===== config.mk =====
export PLATFORM = sky130hd
export DESIGN_NAME = ps2_rx
export DESIGN_NICKNAME = d
export VERILOG_FILES = /design/src/rtl/ps2_rx.sv
export SDC_FILE = /design/constraint.sdc
export NUM_CORES = 1
export LEC_CHECK = 0
export BUFFER_PORTS_ARGS = -buffer_cell sky130_fd_sc_hd__buf_2
export CAP_MARGIN = 20
export CORE_MARGIN = 1
export CORE_UTILIZATION = 55
export DETAILED_ROUTE_END_ITERATION = 10
export GPL_TIMING_DRIVEN = 0
export PLACE_DENSITY_LB_ADDON = 0.12
export SLEW_MARGIN = 10
export SYNTH_ARGS = -nofsm -noshare
export SYNTH_HDL_FRONTEND = slang
export SYNTH_SLANG_ARGS = --single-unit
export TNS_END_PERCENT = 30

===== constraint.sdc =====
create_clock -name clock -period 2.3 [get_ports clock]
set_input_delay 0.69 -clock clock [delete_from_list [all_inputs] [get_ports clock]]
set_output_delay 0.69 -clock clock [all_outputs]
set_load 0.02 [all_outputs]

===== src/rtl/ps2_rx.sv =====
// PS/2 device-to-host receiver: synchronises ps2_clk/ps2_dat, deserialises
// 11-bit frames and buffers good bytes in a show-ahead FIFO with sticky error flags.
module ps2_rx #(
    parameter int unsigned FIFO_DEPTH = 8,
    parameter int unsigned TIMEOUT    = 4096
) (
    input  logic                          clock,
    input  logic                          resetn,
    input  logic                          ps2_clk,
    input  logic                          ps2_dat,
    input  logic                          rd_en,
    input  logic                          err_clr,
    output logic [7:0]                    rd_data,
    output logic                          rd_valid,
    output logic [$clog2(FIFO_DEPTH):0]   fifo_count,
    output logic                          frame_err,
    output logic                          overflow
);

    localparam int unsigned AW = $clog2(FIFO_DEPTH);
    localparam int unsigned TW = $clog2(TIMEOUT + 1);

    typedef enum logic [1:0] {
        IDLE,
        DATA,
        PARITY,
        STOP
    } state_t;

    state_t        state, state_n;
    logic          clk_meta, clk_sync, clk_prev;
    logic          dat_meta, dat_sync;
    logic          clk_fall;
    logic [2:0]    bit_cnt, bit_cnt_n;
    logic [7:0]    shift, shift_n;
    logic          parity, parity_n;
    logic [TW-1:0] tmo_cnt;
    logic          timeout;
    logic          push_n, push_pend;
    logic [7:0]    push_byte;
    logic          err_set;

    logic [7:0]    mem [FIFO_DEPTH];
    logic [AW-1:0] wr_ptr, rd_ptr;
    logic          fifo_full;
    logic          rd_fire, wr_fire, ovf_set;

    // Synchronisers idle at the bus-high level so reset never fakes an edge.
    always_ff @(posedge clock or negedge resetn) begin
        if (!resetn) begin
            clk_meta <= 1'b1;
            clk_sync <= 1'b1;
            clk_prev <= 1'b1;
            dat_meta <= 1'b1;
            dat_sync <= 1'b1;
        end else begin
            clk_meta <= ps2_clk;
            clk_sync <= clk_meta;
            clk_prev <= clk_sync;
            dat_meta <= ps2_dat;
            dat_sync <= dat_meta;
        end
    end

    assign clk_fall = clk_prev & ~clk_sync;

    always_ff @(posedge clock or negedge resetn) begin
        if (!resetn) begin
            tmo_cnt <= '0;
        end else if (state == IDLE || clk_fall) begin
            tmo_cnt <= '0;
        end else begin
            tmo_cnt <= tmo_cnt + 1'b1;
        end
    end

    assign timeout = (state != IDLE) && !clk_fall && (tmo_cnt >= TW'(TIMEOUT - 1));

    always_ff @(posedge clock or negedge resetn) begin
        if (!resetn) begin
            state     <= IDLE;
            bit_cnt   <= '0;
            shift     <= '0;
            parity    <= 1'b0;
            push_pend <= 1'b0;
            push_byte <= '0;
        end else begin
            state     <= state_n;
            bit_cnt   <= bit_cnt_n;
            shift     <= shift_n;
            parity    <= parity_n;
            push_pend <= push_n;
            push_byte <= shift;
        end
    end

    always_comb begin
        state_n   = state;
        bit_cnt_n = bit_cnt;
        shift_n   = shift;
        parity_n  = parity;
        push_n    = 1'b0;
        err_set   = 1'b0;
        case (state)
            IDLE: begin
                if (clk_fall && !dat_sync) begin
                    state_n   = DATA;
                    bit_cnt_n = '0;
                end
            end
            DATA: begin
                if (timeout) begin
                    state_n = IDLE;
                    err_set = 1'b1;
                end else if (clk_fall) begin
                    shift_n[bit_cnt] = dat_sync;
                    bit_cnt_n        = bit_cnt + 3'd1;
                    if (bit_cnt == 3'd7) begin
                        state_n = PARITY;
                    end
                end
            end
            PARITY: begin
                if (timeout) begin
                    state_n = IDLE;
                    err_set = 1'b1;
                end else if (clk_fall) begin
                    parity_n = dat_sync;
                    state_n  = STOP;
                end
            end
            STOP: begin
                if (timeout) begin
                    state_n = IDLE;
                    err_set = 1'b1;
                end else if (clk_fall) begin
                    // Odd parity: data XOR parity must be 1.
                    if (dat_sync && ((^shift) ^ parity)) begin
                        push_n = 1'b1;
                    end else begin
                        err_set = 1'b1;
                    end
                    state_n = IDLE;
                end
            end
            default: state_n = IDLE;
        endcase
    end

    assign fifo_full = (fifo_count == ($clog2(FIFO_DEPTH) + 1)'(FIFO_DEPTH));
    assign rd_valid  = (fifo_count != '0);
    assign rd_fire   = rd_en && rd_valid;
    // A pop frees the slot the same cycle, so a push into a full FIFO still lands.
    assign wr_fire   = push_pend && (!fifo_full || rd_fire);
    assign ovf_set   = push_pend && fifo_full && !rd_fire;

    always_ff @(posedge clock) begin
        if (wr_fire) begin
            mem[wr_ptr] <= push_byte;
        end
    end

    always_ff @(posedge clock or negedge resetn) begin
        if (!resetn) begin
            wr_ptr     <= '0;
            rd_ptr     <= '0;
            fifo_count <= '0;
        end else begin
            if (wr_fire) begin
                wr_ptr <= wr_ptr + 1'b1;
            end
            if (rd_fire) begin
                rd_ptr <= rd_ptr + 1'b1;
            end
            case ({wr_fire, rd_fire})
                2'b10:   fifo_count <= fifo_count + 1'b1;
                2'b01:   fifo_count <= fifo_count - 1'b1;
                default: fifo_count <= fifo_count;
            endcase
        end
    end

    assign rd_data = rd_valid ? mem[rd_ptr] : '0;

    always_ff @(posedge clock or negedge resetn) begin
        if (!resetn) begin
            frame_err <= 1'b0;
            overflow  <= 1'b0;
        end else begin
            if (err_set) begin
                frame_err <= 1'b1;
            end else if (err_clr) begin
                frame_err <= 1'b0;
            end
            if (ovf_set) begin
                overflow <= 1'b1;
            end else if (err_clr) begin
                overflow <= 1'b0;
            end
        end
    end

endmodule


; After elaboration in Yosys (flattened, before gate mapping)
; Memories as Yosys holds them, arrays and structs flattened.
; Cells that the tools add are included.
[totals]
n_memories = 1
out_inout_bits = 15
mem_bits_rw = 64
elab_cells = 106
regBits = 53
[classes]
n_eq_ne = 14
bitwise = 4
n_addsub = 6
n_reduce_logical = 28
magnitude_cmp = 3
mux = 33
[memory_table]
columns = name, words, width, rd, rd_ports_with_merged_regs, wr, line
row1 = mem, 8, 8, 1, 0, 1, 43  ; logic [7:0] mem [FIFO_DEPTH];
[ops]
columns = cell, count
row1 = 2-bit 2-to-1 mux, 8
row2 = 1-bit 2-to-1 mux, 14
row3 = 13-bit by 1-bit adder with 13-bit output (second input constant), 1
row4 = 13-bit by 12-bit >= comparator with 1-bit output (second input constant), 1
row5 = 13-bit 2-to-1 mux, 1
row6 = 3-bit inequality test (second input constant), 4
row7 = 2-bit nonzero test, 5
row8 = 3-bit by 1-bit adder with 3-bit output (second input constant), 3
row9 = 1-bit logical AND, 9
row10 = 3-bit 2-to-1 mux, 3
row11 = 8-bit bitwise mux, 1
row12 = 8-bit 2-to-1 mux, 1
row13 = 2-bit case mux with 4 select lines, 1
row14 = 4-bit case mux with 2 select lines, 1
row15 = 8-bit XOR reduction, 1
row16 = 2-bit == test (second input constant), 3
row17 = 3-bit case mux with 2 select lines, 1
row18 = 3-bit AND reduction, 2
row19 = 5-bit AND reduction, 1
row20 = 4-bit by 1-bit adder with 4-bit output (second input constant), 1
row21 = 2-bit by 1-bit == test with 1-bit output (second input constant), 2
row22 = 4-bit == test (second input constant), 1
row23 = 1-bit zero test, 4
row24 = 3-bit by 4-bit < comparator with 1-bit output (second input constant), 1
row25 = other kinds (15), 18

; Longest topological paths before layout
[depth]
word_depth = 8
mapped_depth = 11

; Worst setup path after synthesis
; No wires, ideal clock.
[synth_timing]
path_type = reg-to-reg
startpoint = register fifo_count[1]
endpoint = register fifo_count[3]
path_stages_with_launch = 10
synth_period_minus_slack_ns = 2.381
path_slack_ns = -0.081
required_ns = 2.165
t_arrival_ns = 2.246
setup_ns = 0.135
path_cell_list = dfrtp_1 nor4_4 nor2b_2 ha_1 ha_1 a21o_1 a21oi_1 xnor2_1 nor2_1 xor2_1
[synth_between]
elab_chain_cells = 6
word_cells_on_any_way = 12
[synth_lines]
columns = element, line
row1 = from (decl), 15  ; output logic [$clog2(FIFO_DEPTH):0] fifo_count,
row2 = from (signal assigned), 176  ; 2'b10: fifo_count <= fifo_count + 1'b1;
row3 = from (signal assigned), 177  ; 2'b01: fifo_count <= fifo_count - 1'b1;
row4 = from (signal assigned), 178  ; default: fifo_count <= fifo_count;
row5 = 4-bit == test / 4-bit nonzero test (equally long branches), "150, 151"
row6 = 1-bit zero test / 1-bit logical AND (equally long branches), "154, 152"
row7 = 1-bit logical OR, 154  ; assign wr_fire = push_pend && (!fifo_full || rd_fire);
row8 = 1-bit logical AND, 154
row9 = 2-bit by 1-bit == test with 1-bit output / 2-bit == test (equally long branches), 175  ; case ({wr_fire, rd_fire})
row10 = 4-bit case mux with 2 select lines / 2-bit nonzero test (equally long branches), n/a
; Parallel ways exist; a longest one is shown, timed or not.
; A chain may end at the register's enable or synchronous reset.

; Worst setup path in the final report
[layout_timing]
startpoint = register rd_ptr[0]
endpoint = output rd_data[0]
[layout_between]
elab_chain_cells = 2
[layout_lines]
columns = element, line
row1 = from (decl), 44  ; logic [AW-1:0] wr_ptr, rd_ptr;
row2 = from (signal assigned), 173  ; rd_ptr <= rd_ptr + 1'b1;
row3 = memory read 8 x 8 bit, n/a
row4 = 8-bit 2-to-1 mux, 183  ; assign rd_data = rd_valid ? mem[rd_ptr] : '0;
row5 = to (decl), 13  ; output logic [7:0] rd_data,
; No other way between the ends.

==> summary.md <==
| Metric | Value |
|---|---|
| 1st-iter DRT viols | 159 |
| Final setup fails | 9 |
| Synth area leader | edfxtp_1 |
| Fin Setup TNS | -3458 ps |
| CTS Hold Bufs | 0 |
| Syn Std Cell Area | 4943 um^2 |
| EDFF count, synth | 64 |
| Worst hold slack | between 200 and 250 ps |
| Reg-to-reg slack, setup | roughly 90 ps |
| First-pass GRT wire length | 14.24 mm |
| RSZ-0062 raised after global routing | true |
| Pre-CTS WS | -289.7 ps |
| Metal3 WL | 265 um |
| Multi-input combinational cell area | 1623 um^2 |
| PwrDens | 1312 nW/um^2 |
| Largest net degree at the start of global routing | 30 |
| Register area share after synthesis | 65.83% |
| Max Fclk | 0.3641 GHz |
| Filler cells | around 570 |
| Final HPWL from detailed placement | 5.395 mm |
| FF-to-FF path depth | 10 |
| Sw power | 2256 uW |
| Vias | around 2600 |
| First drt pass iteration count | 4 |
| Clock Latency Late Sink | ~520 ps |
| Die Y | between 90 and 100 um |
| Netlist cell types | 47 |
| Initial core utilization | between 50% and 60% |
| Sequential Power Share | 36.7% |
| Status | finished, violations left |
| TritonCTS Sinks | 117 |
| Clock transition at path regs | 60 ps |
| Drc violations | 0 |
| Number of hold violations in the final report | 0 |
| Antenna cells | 0 |
| RR Endpoint | fifo_count[3] |
| Top Layer Used | met4 |
| Initial antenna violation count | 0 |
| Area contributors post-synth | edfxtp_1 (39%), dfrtp_1 (24%), mux4_2 (7.3%) |
| Main synth FF type | edfxtp_1 |
| Number of global-route vias before repair | 2763 |
| Setup Skew | 10.73 ps |
| Internal Power | 5585 uW |
| CP startpoint | rd_ptr[0] |
| Vias/cell | 5.367 |
| CTS max path bufs | 2 |
| Met2 wire len | 4.303 mm |
| CP Data Arrival Time | 2060 ps |
| Most common cell after layout, fill and taps aside | edfxtp_1 |
| Crit Path Class | flip-flop to primary output |
| Placed Cells | ~450 |
| Number of port buffers | 20 |
| GRT Overall Usage | between 20% and 30% |
| Die area | 9371 um^2 |
| Area delta synth->final | 20.88% |
| Hold Crit Class | input port to async pin |
| Worst slew pin tran | 804.4 ps |
| Max-cap viol count | 0 |
| Max-slew headroom | 46.17% |
| Async SR Flop Fraction | 45.30% |
| Final std cells w/o fill | 491 |
| # IOs | 21 |
| Die width | 96.81 um |
| Routed Antenna Nets | 0 |
| Worst-path fanout max | 5 |
| Grt ovf | 0 |
| Syn nets | 340 |
| Startpoint types | flip-flop |
| Required @ worst endpoint | roughly 1600 ps |
| CTS root buffer | clkbuf_8 |
| Combinational Power Share | between 20% and 30% |
| Clock Power Share | about 35% |
| Failing checks | setup timing |
| Most frequent cells in the layout | edfxtp_1 (64), dfrtp_1 (45), nor2_1 (34), nand2_1 (20), buf_2 (18) |
| Layout Nets | 389 |
| FF-to-FF Start | fifo_count[0] |
| Worst setup margin | -446.9 ps |
| CTS buffer count | 17 |
| Layout cells sized above 1 | 25.85% |
| Yosys Warn Count | 0 |
| CTS tree | built |
| Yosys reg bits | 117 |
| Wl on met1 | between 3 and 4 mm |
| Max-slew violations | 0 |
| Rows | 34 |
| Detailed Route WL | 8.528 mm |
| # H-tree levels | 4 |
| Register area | roughly 3300 um^2 |
| Switching share of total power | roughly 29% |
| Crit end category | primary output |
| Max VDD drop | around 0.75 mV |
| Average wire per standard cell | 17.37 um |
| Syn_area_per_cell | ~15 um^2 |
| Gpl congestion | 0.7912 |
| Area of the core | 8721 um^2 |
| Final Cycle Share | 119.4% |
| Top cell type's share of synthesized area | 38.88% |
| P_leak | 0.002394 uW |
| Synth Instances | 321 |
| Crit path time final | 2747 ps |
routing by layer:
| layer | global-route usage (%) | up-vias |
|---|---|---|
| met3 | 5.636 | 12 |
| met5 | 0 | - |
| li1 | - | 1265 |
| met4 | 7.922 | 0 |
| met2 | 32.07 | 45 |
| met1 | 26.59 | 1313 |
cell usage after synthesis (5+ instances only):
cell and instances:
nand2b_1 7, dfstp_2 5, nor3_1 5, mux2i_1 10, nand2_1 20, inv_1 9
ha_1 12, mux4_2 16, nand3_1 7, xnor2_1 8, mux2_1 9, clkbuf_1 6
nor2_1 34, edfxtp_1 64, dfrtp_1 48, xor2_1 14
stage by stage:
step	power [uW]	util [%]	instance area (um^2)
6_report	7841	68.52	5976
5_1_grt	8218	68.52	5976
4_1_cts	7803	67.69	5903
3_5_place_dp	4891	59.83	5218
3_3_place_gp	4844	59.48	5187
2_1_floorplan	4379	-	4952
worst max-delay path by stage:
| stage | to | slack [ps] | cells after the start |
|---|---|---|---|
| after floorplan | fifo_count[3] | 6 | 9 |
| after global placement | mem[0][2] | -430 | 5 |
| after detailed placement | rd_data[0] | -290 | 6 |
| after CTS | rd_data[3] | -510 | 6 |
| after global routing | rd_data[4] | -540 | 6 |
| final | rd_data[0] | -450 | 6 |
cell families after synthesis:
kind of cell / after synthesis / share of synthesized area [%]
fa+ha+maj: 13 / 3.442
flops: 117 / 65.83
compound gates: 15 / 2.481
simple gates: 93 / 9.592
mux: 37 / 11.82
buf+inv: 21 / 1.822
xor+xnor: 25 / 5.011
critical path: stages, from the launching register on:
cell	delay, ps
dfrtp_1	370
buf_6	150
buf_12	130
mux4_2	510
mux2i_1	150
nor2_1	70
buf_4	150
final cells by class:
cell class	count	area share [%]
Clock inverter	13	3.120
Tap cell	108	2.261
Sequential cell	117	54.52
Clock buffer	19	7.056
Inverter	10	0.6700
Timing Repair Buffer	30	3.915
Buffer	11	1.298
Multi-Input combinational cell	183	27.16
power by group through the flow:
stage	clock (uW)	combinational, uW	sequential (uW)
2_1_floorplan	0	1510	2870
3_3_place_gp	0	1960	2890
3_5_place_dp	0	1970	2920
4_1_cts	2750	2180	2880
5_1_grt	2840	2460	2920
6_report	2710	2250	2880
what timing repair did:
action / 4_1_cts / 5_1_grt
pin swaps: 3 / 8
endpoints found under the hold margin: 0 / 0
setup buffers: 1 / 5
endpoints found under the setup margin: 10 / 62
gates resized for setup: 10 / 11
cloned: 1 / 0
flip-flops by register name, summed over array words and instances, names as in the netlist:
signal	flops
clk_meta	1
clk_sync	1
state	2
fifo_count	4
shift	8
bit_cnt	3
dat_meta	1
parity	1
dat_sync	1
rd_ptr	3
push_pend	1
tmo_cnt	13
push_byte	8
mem	64
overflow	1
clk_prev	1
wr_ptr	3
frame_err	1
Power figures use the tool's default switching activity.
